## config.mk

```make
export PLATFORM = sky130hd
export DESIGN_NAME = report_arbiter_flat
export DESIGN_NICKNAME = d
export VERILOG_FILES = /design/src/rtl/report_arbiter_pkg.sv /design/src/rtl/report_arbiter_if.sv /design/src/rtl/rr_pick4.sv /design/src/rtl/report_arbiter.sv /design/src/flat_wrapper.sv
export SDC_FILE = /design/constraint.sdc
export NUM_CORES = 1
export LEC_CHECK = 0
export CAP_MARGIN = 20
export CORE_MARGIN = 2
export CORE_UTILIZATION = 57
export DETAILED_ROUTE_END_ITERATION = 6
export PLACE_DENSITY = 0.86
export SLEW_MARGIN = 20
export SYNTH_ARGS = -nofsm -noshare
export SYNTH_HDL_FRONTEND = slang
export SYNTH_SLANG_ARGS = --single-unit
```

## constraint.sdc

```tcl
create_clock -name iClk -period 3 [get_ports iClk]
set_clock_uncertainty 0.1 [all_clocks]
set_input_delay 0.75 -clock iClk [delete_from_list [all_inputs] [get_ports iClk]]
set_output_delay 0.75 -clock iClk [all_outputs]
set_load 0.01 [all_outputs]
```

## src/rtl/report_arbiter_pkg.sv

```systemverilog
// Shared definitions for the report arbiter: source indices and FSM states.
package report_arbiter_pkg;

    localparam int unsigned NUM_SRC = 4;

    localparam logic [1:0] SRC_WATCH = 2'd0;
    localparam logic [1:0] SRC_SR04  = 2'd1;
    localparam logic [1:0] SRC_TEMP  = 2'd2;
    localparam logic [1:0] SRC_HUM   = 2'd3;

    typedef enum logic [1:0] {
        ST_IDLE,
        ST_START,
        ST_WAIT,
        ST_GAP
    } state_t;

endpackage

```

## src/rtl/report_arbiter_if.sv

```systemverilog
// Request/grant bundle between control_unit, the arbiter and the report formatter.
interface report_arbiter_if;

    logic       iReqWatch;
    logic       iReqSr04;
    logic       iReqTemp;
    logic       iReqHum;
    logic       iRptDone;
    logic       oRptStart;
    logic [1:0] oRptSel;
    logic       oBusy;
    logic [3:0] oPending;
    logic       oOverrun;
    logic       oTimeout;

    modport master (
        output iReqWatch, iReqSr04, iReqTemp, iReqHum, iRptDone,
        input  oRptStart, oRptSel, oBusy, oPending, oOverrun, oTimeout
    );

    modport slave (
        input  iReqWatch, iReqSr04, iReqTemp, iReqHum, iRptDone,
        output oRptStart, oRptSel, oBusy, oPending, oOverrun, oTimeout
    );

endinterface

```

## src/rtl/rr_pick4.sv

```systemverilog
// Combinational round-robin picker: first set pending bit at or after the pointer.
module rr_pick4
    import report_arbiter_pkg::*;
(
    input  logic [3:0] i_pending,
    input  logic [1:0] i_ptr,
    output logic [1:0] o_win,
    output logic       o_valid
);

    always_comb begin
        o_win   = '0;
        o_valid = 1'b0;
        for (int unsigned i = 0; i < NUM_SRC; i++) begin
            if (!o_valid && i_pending[i_ptr + 2'(i)]) begin
                o_valid = 1'b1;
                o_win   = i_ptr + 2'(i);
            end
        end
    end

endmodule

```

## src/rtl/report_arbiter.sv

```systemverilog
// Shares the UART report formatter among watch, SR04, temperature and humidity
// report requests: latches requests, grants round-robin, waits for done/timeout, then gaps.
module report_arbiter
    import report_arbiter_pkg::*;
#(
    parameter int unsigned TIMEOUT_CYC = 1000000,
    parameter int unsigned GAP_CYC     = 100,
    parameter int unsigned CNT_W       = 20
) (
    input  logic             iClk,
    input  logic             iRst,
    report_arbiter_if.slave  bus
);

    localparam logic [CNT_W-1:0] TO_LAST  = CNT_W'(TIMEOUT_CYC - 1);
    localparam logic [CNT_W-1:0] GAP_LAST = CNT_W'((GAP_CYC == 0) ? 0 : GAP_CYC - 1);

    state_t           r_state;
    logic [3:0]       r_pending;
    logic [1:0]       r_ptr;
    logic [1:0]       r_pick_idx;
    logic             r_pick_vld;
    logic [CNT_W-1:0] r_cnt;
    logic             r_start;
    logic [1:0]       r_sel;
    logic             r_busy;
    logic             r_overrun;
    logic             r_timeout;

    logic [3:0]       w_req;
    logic [3:0]       w_clr;
    logic [1:0]       w_win;
    logic             w_valid;
    logic [CNT_W-1:0] w_cnt_inc;

    rr_pick4 u_pick (
        .i_pending (r_pending),
        .i_ptr     (r_ptr),
        .o_win     (w_win),
        .o_valid   (w_valid)
    );

    always_comb begin
        w_req            = '0;
        w_req[SRC_WATCH] = bus.iReqWatch;
        w_req[SRC_SR04]  = bus.iReqSr04;
        w_req[SRC_TEMP]  = bus.iReqTemp;
        w_req[SRC_HUM]   = bus.iReqHum;
        w_clr            = '0;
        if (r_state == ST_IDLE && r_pick_vld) begin
            w_clr[r_pick_idx] = 1'b1;
        end
        w_cnt_inc = (r_cnt == '1) ? r_cnt : r_cnt + CNT_W'(1);
    end

    // The pick is registered, so IDLE grants from the pending set seen one edge earlier;
    // by the time the FSM is back in IDLE the pick reflects the cleared bit.
    always_ff @(posedge iClk) begin
        if (!iRst) begin
            r_state    <= ST_IDLE;
            r_pending  <= '0;
            r_ptr      <= '0;
            r_pick_idx <= '0;
            r_pick_vld <= 1'b0;
            r_cnt      <= '0;
            r_start    <= 1'b0;
            r_sel      <= '0;
            r_busy     <= 1'b0;
            r_overrun  <= 1'b0;
            r_timeout  <= 1'b0;
        end else begin
            r_pending  <= (r_pending & ~w_clr) | w_req;
            r_overrun  <= |(w_req & r_pending & ~w_clr);
            r_pick_idx <= w_win;
            r_pick_vld <= w_valid;
            r_start    <= 1'b0;
            r_timeout  <= 1'b0;
            case (r_state)
                ST_IDLE: begin
                    if (r_pick_vld) begin
                        r_state <= ST_START;
                        r_start <= 1'b1;
                        r_sel   <= r_pick_idx;
                        r_ptr   <= r_pick_idx + 2'd1;
                        r_busy  <= 1'b1;
                    end
                end
                ST_START: begin
                    r_state <= ST_WAIT;
                    r_cnt   <= '0;
                end
                ST_WAIT: begin
                    if (bus.iRptDone || r_cnt == TO_LAST) begin
                        r_timeout <= !bus.iRptDone;
                        r_cnt     <= '0;
                        if (GAP_CYC == 0) begin
                            r_state <= ST_IDLE;
                            r_busy  <= 1'b0;
                        end else begin
                            r_state <= ST_GAP;
                        end
                    end else begin
                        r_cnt <= w_cnt_inc;
                    end
                end
                ST_GAP: begin
                    if (r_cnt == GAP_LAST) begin
                        r_state <= ST_IDLE;
                        r_busy  <= 1'b0;
                    end else begin
                        r_cnt <= w_cnt_inc;
                    end
                end
                default: r_state <= ST_IDLE;
            endcase
        end
    end

    assign bus.oRptStart = r_start;
    assign bus.oRptSel   = r_sel;
    assign bus.oBusy     = r_busy;
    assign bus.oPending  = r_pending;
    assign bus.oOverrun  = r_overrun;
    assign bus.oTimeout  = r_timeout;

endmodule
```

## src/flat_wrapper.sv

```systemverilog
// flat-port wrapper written by rule: the top's interface ports become plain ports
module report_arbiter_flat import report_arbiter_pkg::*;
#(
    parameter int unsigned TIMEOUT_CYC = 1000000,
    parameter int unsigned GAP_CYC     = 100,
    parameter int unsigned CNT_W       = 20
)
  (iClk, iRst, bus_iReqWatch, bus_iReqSr04, bus_iReqTemp, bus_iReqHum, bus_iRptDone, bus_oRptStart, bus_oRptSel, bus_oBusy, bus_oPending, bus_oOverrun, bus_oTimeout);
  report_arbiter_if bus_i ();
  input  logic iClk;
  input  logic iRst;
  input wire logic [$bits(bus_i.iReqWatch)-1:0] bus_iReqWatch;
  input wire logic [$bits(bus_i.iReqSr04)-1:0] bus_iReqSr04;
  input wire logic [$bits(bus_i.iReqTemp)-1:0] bus_iReqTemp;
  input wire logic [$bits(bus_i.iReqHum)-1:0] bus_iReqHum;
  input wire logic [$bits(bus_i.iRptDone)-1:0] bus_iRptDone;
  output wire logic [$bits(bus_i.oRptStart)-1:0] bus_oRptStart;
  output wire logic [$bits(bus_i.oRptSel)-1:0] bus_oRptSel;
  output wire logic [$bits(bus_i.oBusy)-1:0] bus_oBusy;
  output wire logic [$bits(bus_i.oPending)-1:0] bus_oPending;
  output wire logic [$bits(bus_i.oOverrun)-1:0] bus_oOverrun;
  output wire logic [$bits(bus_i.oTimeout)-1:0] bus_oTimeout;
  assign bus_i.iReqWatch = bus_iReqWatch;
  assign bus_i.iReqSr04 = bus_iReqSr04;
  assign bus_i.iReqTemp = bus_iReqTemp;
  assign bus_i.iReqHum = bus_iReqHum;
  assign bus_i.iRptDone = bus_iRptDone;
  assign bus_oRptStart = bus_i.oRptStart;
  assign bus_oRptSel = bus_i.oRptSel;
  assign bus_oBusy = bus_i.oBusy;
  assign bus_oPending = bus_i.oPending;
  assign bus_oOverrun = bus_i.oOverrun;
  assign bus_oTimeout = bus_i.oTimeout;
  report_arbiter #(.TIMEOUT_CYC(TIMEOUT_CYC), .GAP_CYC(GAP_CYC), .CNT_W(CNT_W)) u_core (.iClk(iClk), .iRst(iRst), .bus(bus_i));
endmodule
```

=== Yosys cells after proc, flatten, opt, wreduce, memory -nomap -nowiden ===
Cells that the tools add are included.

* Memories kept: 0
* Bits in registers: 37
* Logic and storage cells: 88
* Output and inout bits: 10
* Bits in latches: 0
* Memory bits (writable): 0
* Memory bits (read-only): 0
* Input bits: 7

* Muxes and demuxes: 31
* Shifts and indexed selects: 0
* Divide/modulo/power cells: 0
* Reduce and logical (&&, ||, !) cells: 20
* Bitwise operators: 5
* $mul: 0
* $lt $le $gt $ge: 6
* Eq/ne operators: 10
* $add $sub $neg: 5

{| class="wikitable"
|+ Operators with widths
! kind !! count
|-
| $mux W20 || 3
|-
| $pmux W20 S3 || 1
|-
| $eq A20 B20 Y1 const B || 2
|-
| $add A20 B1 Y20 const B || 1
|-
| $eq A20 B7 Y1 const B || 1
|-
| $lt A2 B3 Y1 const B || 5
|-
| $mux W2 || 7
|-
| $and A4 B4 Y4 || 3
|-
| $mux W1 || 12
|-
| $reduce_and A3 Y1 || 3
|-
| $bmux W1 S2 || 4
|-
| $pmux W2 S4 || 1
|-
| $ne A2 B1 Y1 const B || 3
|-
| $reduce_and A2 Y1 || 3
|-
| $logic_and A1 B1 Y1 || 5
|-
| $add A2 B1 Y2 const B || 2
|-
| $add A2 B2 Y2 const B || 2
|-
| $eq A2 B2 Y1 const B || 2
|-
| $logic_not A1 Y1 || 4
|-
| $mux W4 || 1
|-
| $not A4 Y4 || 1
|-
| $or A4 B4 Y4 || 1
|-
| $reduce_or A4 Y1 || 1
|-
| $reduce_bool A3 Y1 || 1
|-
| 8 further kinds || 8
|}

=== Longest topological paths before layout ===
* Depth in word-level cells: 12
* Gate-level depth with buffers: 8

=== Hierarchy ===
From an unflattened synthesis, not the netlist that was laid out.

* Cell total of the unflattened synthesis: 235
* Area, all modules: 2006.9 um2

{| class="wikitable"
|+ Modules (own cells, without submodules)
! module !! sequential area each (um2) !! area each (um2) !! instances !! cells each
|-
| report_arbiter || 740.7 || 1929.4 || 1 || 220
|-
| rr_pick4 || 0.0 || 77.6 || 1 || 15
|}

=== Worst setup path after synthesis ===
Ideal clock, no wire load.

* Path kind: register to register
* Start: register u_core.r_cnt[0]
* End: register u_core.r_state[0]
* Data arrival time: 2122 ps
* Path slack: 707 ps
* Setup time: 72 ps
* Stages on the path, launching flop included: 7
* Clock period less this slack: 2293 ps
* Buffers on the path: 0
* Cell sequence: dfxtp_1 ha_1 nand3_2 or3_1 or4_4 a221oi_4 mux2i_1

* Longest elaborated chain between the ends: 4
* Elaborated cells on any way between the ends: 6
* Classes of those cells: 4 x eq/ne; 2 x reduce/logical

{| class="wikitable"
|+ RTL lines
! what !! line !! text
|-
| start, declared || report_arbiter.sv:23 || <nowiki>logic [CNT_W-1:0] r_cnt;</nowiki>
|-
| start signal, assigned || report_arbiter.sv:103 || <nowiki>r_cnt <= w_cnt_inc;</nowiki>
|-
| start signal, assigned || report_arbiter.sv:111 || <nowiki>r_cnt <= w_cnt_inc;</nowiki>
|-
| $eq A20 B20 Y1 || report_arbiter.sv:93 || <nowiki>if (bus.iRptDone || r_cnt == TO_LAST) begin</nowiki>
|-
| $logic_or A1 B1 Y1 || report_arbiter.sv:93 ||
|-
| $ne A2 B1 Y1 (no source line) || - ||
|-
| $reduce_and A3 Y1 (no source line) * || - ||
|-
| end signal, assigned || report_arbiter.sv:89 || <nowiki>r_state <= ST_WAIT;</nowiki>
|-
| end signal, assigned || report_arbiter.sv:97 || <nowiki>r_state <= ST_IDLE;</nowiki>
|-
| end signal, assigned || report_arbiter.sv:100 || <nowiki>r_state <= ST_GAP;</nowiki>
|-
| end, declared || report_arbiter.sv:18 || <nowiki>state_t r_state;</nowiki>
|}

Every way passes the cells marked *; elsewhere a longest branch is shown, timed or not.
A chain may end at the register's enable or synchronous reset.

=== Final worst setup path ===
* Start: register u_core.r_cnt[0]
* End: register u_core.r_state[1]

The elaborated chain is that of the path after synthesis.

==> metrics <==
Design Area, Final 2345 µm²; setup_tns 0 ps; H-tree depth 2; top-level I/O count 17; Netlist Area Pre-Place 2054 µm²; power share of the sequential group 0.399; placed cell area between 2000 and 2500 µm²; Hold Vio Cnt, Final 0; largest net degree at the start of global routing 34; HP Class flip-flop to flip-flop; routed vias/inst 6.320; Vert. Die Dim 64.04 µm; Synth-to-Final Area Change 14.13%; antenna viol nets, final 0; worst rel slew slack 0.5753; Internal 955.5 µW; final std cells w/o fill slightly above 300; hold path cells 2; final slew viol count 0; outcome finished, final reports clean; Root Buffer clkbuf_4; vias in the first global route ~1800; GRT met3 Usage 0.05458; reg2reg start u_core.r_cnt[0]; Final nets 274; DR WL/cell between 10 and 15 µm; Worst setup EP type flip-flop; grt total ovfl 0; Switching Share 0.3374; initial antenna violation count 0; initial core utilization 0.6061; Tightest Pin Transition ~630 ps; P_leak roughly 0.00077 µW; Synthesized Nets 261; dpl cells 298; total number of vias slightly below 2000; Worst VDD drop 0.0006234 V; R2R Path End u_core.r_state[1]; post-CTS setup buffers 0; crit path DAT approximately 2700 ps; register-to-register setup slack about 530 ps; DP Wirelength 3.071 mm; clk slew on worst S/H paths 120 ps; fin crit period 2472 ps; Overall Global Routing Usage 0.2424; Hold Path End u_core.bus.oRptSel[1]; Avg Cell Area, Syn 8.352 µm²; Seq/Total Area, Yosys 0.3605; Post-Route WL 4.458 mm; drt pass-1 iters 4; CP Max Fanout 6; setup violators final 0; first-pass GRT wire length 8.038 mm; power per cell area 615.0 nW/µm²; DRC viols 0; gr busiest metal met2; Setup CP Type flip-flop to flip-flop; share of cells above drive strength 1 0.08462; number of max-cap violations 0; worst skew pair latency 340 ps; row count 21; die area 4100 µm²; clock power share 0.296; period utilization 0.8241; CP Launch Type flip-flop; Comb pwr share 0.305; Yosys warnings 0; gp weighted congestion around 0.87; cts hold-fix bufs 0; clock sinks 37; # port buffers 16; Max Root-Sink Buffers 2; worst r2r path cells 6; cts bufs inserted 5; Syn Inst Count 246; CTS tree yes; RSZ-0062 raised after global routing no; Hold Crit Start u_core.bus.oRptSel[1]; library cells used by synthesis 45; PostCTS Resize Cnt 0; DRT iter0 DRCs about 120; synthesis-stage register bit count 37; worst hold slack 371.7 ps; met1 GRT Util 0.3146; WP data required 3190 ps; Core ar. 3390 µm²; met2 usage 0.3815; die width about 64 µm; fmax 404.5 MHz; Ant. Diodes 0; P_sw 486.5 µW
==> per-layer routing <==
metal | up-vias | share of wire
met5 | - | 0
met4 | 0 | 0.017
li1 | 961 | -
met2 | 66 | 0.46
met3 | 8 | 0.070
met1 | 899 | 0.45
==> through the flow <==
stage          total power (µW)  setup slack, ps  utilization
2_1_floorplan             923.1            706.7            -
3_3_place_gp               1012            569.1       0.6615
3_5_place_dp               1025            558.1       0.6615
4_1_cts                    1451            541.0       0.6918
5_1_grt                    1533            387.0       0.6918
6_report                   1442            527.8       0.6918
==> power groups by stage <==
stage          Sequential (µW)  Clock [µW]  Combinational [µW]
6_report                   576         427                 439
5_1_grt                    583         454                 495
4_1_cts                    576         436                 440
3_5_place_dp               587           0                 438
3_3_place_gp               585           0                 427
2_1_floorplan              583           0                 340
==> final cells by class <==
type                            instances  area [µm²]
Multi-Input combinational cell        188        1224
Fill cell                             272        1045
Sequential cell                        37       740.7
Timing Repair Buffer                   21       197.7
Clock inverter                          3       65.06
Tap cell                               46       57.56
Clock buffer                            5       37.54
Inverter                                6       22.52
==> placed cells by master (no fill, tap or decap), types with 3 or more instances in the layout <==
master           count
nand2_1             27
dfxtp_1             37
o31ai_1             13
nand3_1             11
inv_1                6
nor3_1               7
a21oi_1             20
a21boi_0             8
mux2i_1              3
buf_4                5
nand4_1              6
clkdlybuf4s50_1     16
or4_1               13
and3_1               3
or3_1                4
a32o_1               3
nor2_1              11
o21ai_0             12
o21a_1               4
clkbuf_4             5
ha_1                 8
==> synth_stat cells (all sizes together) <==
master | count | share of area
nor2b | 2 | 0.0061
a41oi | 1 | 0.0043
o2bb2ai | 1 | 0.0043
dfxtp | 37 | 0.36
a32o | 3 | 0.015
inv | 6 | 0.011
and2 | 2 | 0.0061
mux2i | 3 | 0.015
nand3 | 12 | 0.032
o31ai | 13 | 0.048
o21bai | 1 | 0.0037
a21boi | 8 | 0.029
nand3b | 2 | 0.0073
clkbuf | 7 | 0.013
o41a | 1 | 0.0055
nor4bb | 2 | 0.0097
a22oi | 2 | 0.0073
o21a | 4 | 0.015
and4b | 1 | 0.0049
nor2 | 11 | 0.020
nor4b | 1 | 0.0043
nand2b | 2 | 0.0061
or4 | 16 | 0.062
a22o | 2 | 0.0085
ha | 8 | 0.049
a2111oi | 1 | 0.0043
and4 | 1 | 0.0043
and3 | 3 | 0.0091
a21oi | 21 | 0.053
buf | 8 | 0.023
nor3 | 7 | 0.017
a31o | 1 | 0.0043
o21ai | 12 | 0.029
or3 | 4 | 0.012
nor4 | 3 | 0.0091
a31oi | 2 | 0.0061
nand4 | 6 | 0.018
or2 | 1 | 0.0030
a221oi | 1 | 0.013
nand2 | 27 | 0.049
==> registers in the layout (all words and copies together) (netlist names) <==
| signal | cells |
|---|---|
| u_core.bus.oBusy | 1 |
| u_core.r_cnt | 20 |
| u_core.r_state | 2 |
| u_core.r_pick_idx | 2 |
| u_core.bus.oRptSel | 2 |
| u_core.r_ptr | 2 |
| u_core.r_pick_vld | 1 |
| u_core.bus.oRptStart | 1 |
| u_core.bus.oOverrun | 1 |
| u_core.bus.oPending | 4 |
| u_core.bus.oTimeout | 1 |
==> how the worst max path moves through the flow <==
stage	from	endpoint	slack, ps	cells after the start
5_1_grt	u_core.r_cnt[14]	u_core.r_cnt[1]	390	5
4_1_cts	u_core.r_cnt[0]	u_core.r_state[1]	540	6
6_report	u_core.r_cnt[0]	u_core.r_state[1]	530	6
3_5_place_dp	u_core.r_cnt[0]	u_core.r_state[1]	560	6
2_1_floorplan	u_core.r_cnt[0]	u_core.r_state[0]	710	6
3_3_place_gp	bus_iRptDone	u_core.r_cnt[18]	570	7
==> worst max-delay path, stage by stage (launching register included) <==
cell and delay (ps):
dfxtp_1 390, ha_1 240, nand3_2 140, or3_1 440, or4_4 590, a221oi_4 320, mux2i_1 200
==> logic make-up (layout without fill, tap and decap cells) <==
logic type | Yosys count | after routing | synth area share
muxes | 3 | 3 | 0.01462
DFF | 37 | 37 | 0.3605
AOI/OAI and AO/OA | 74 | 74 | 0.2491
buffers and inverters | 21 | 35 | 0.04689
adders and majority gates | 8 | 8 | 0.04872
and+or+nand+nor | 103 | 103 | 0.2801
No activity file was read; power rests on OpenSTA's default activity.
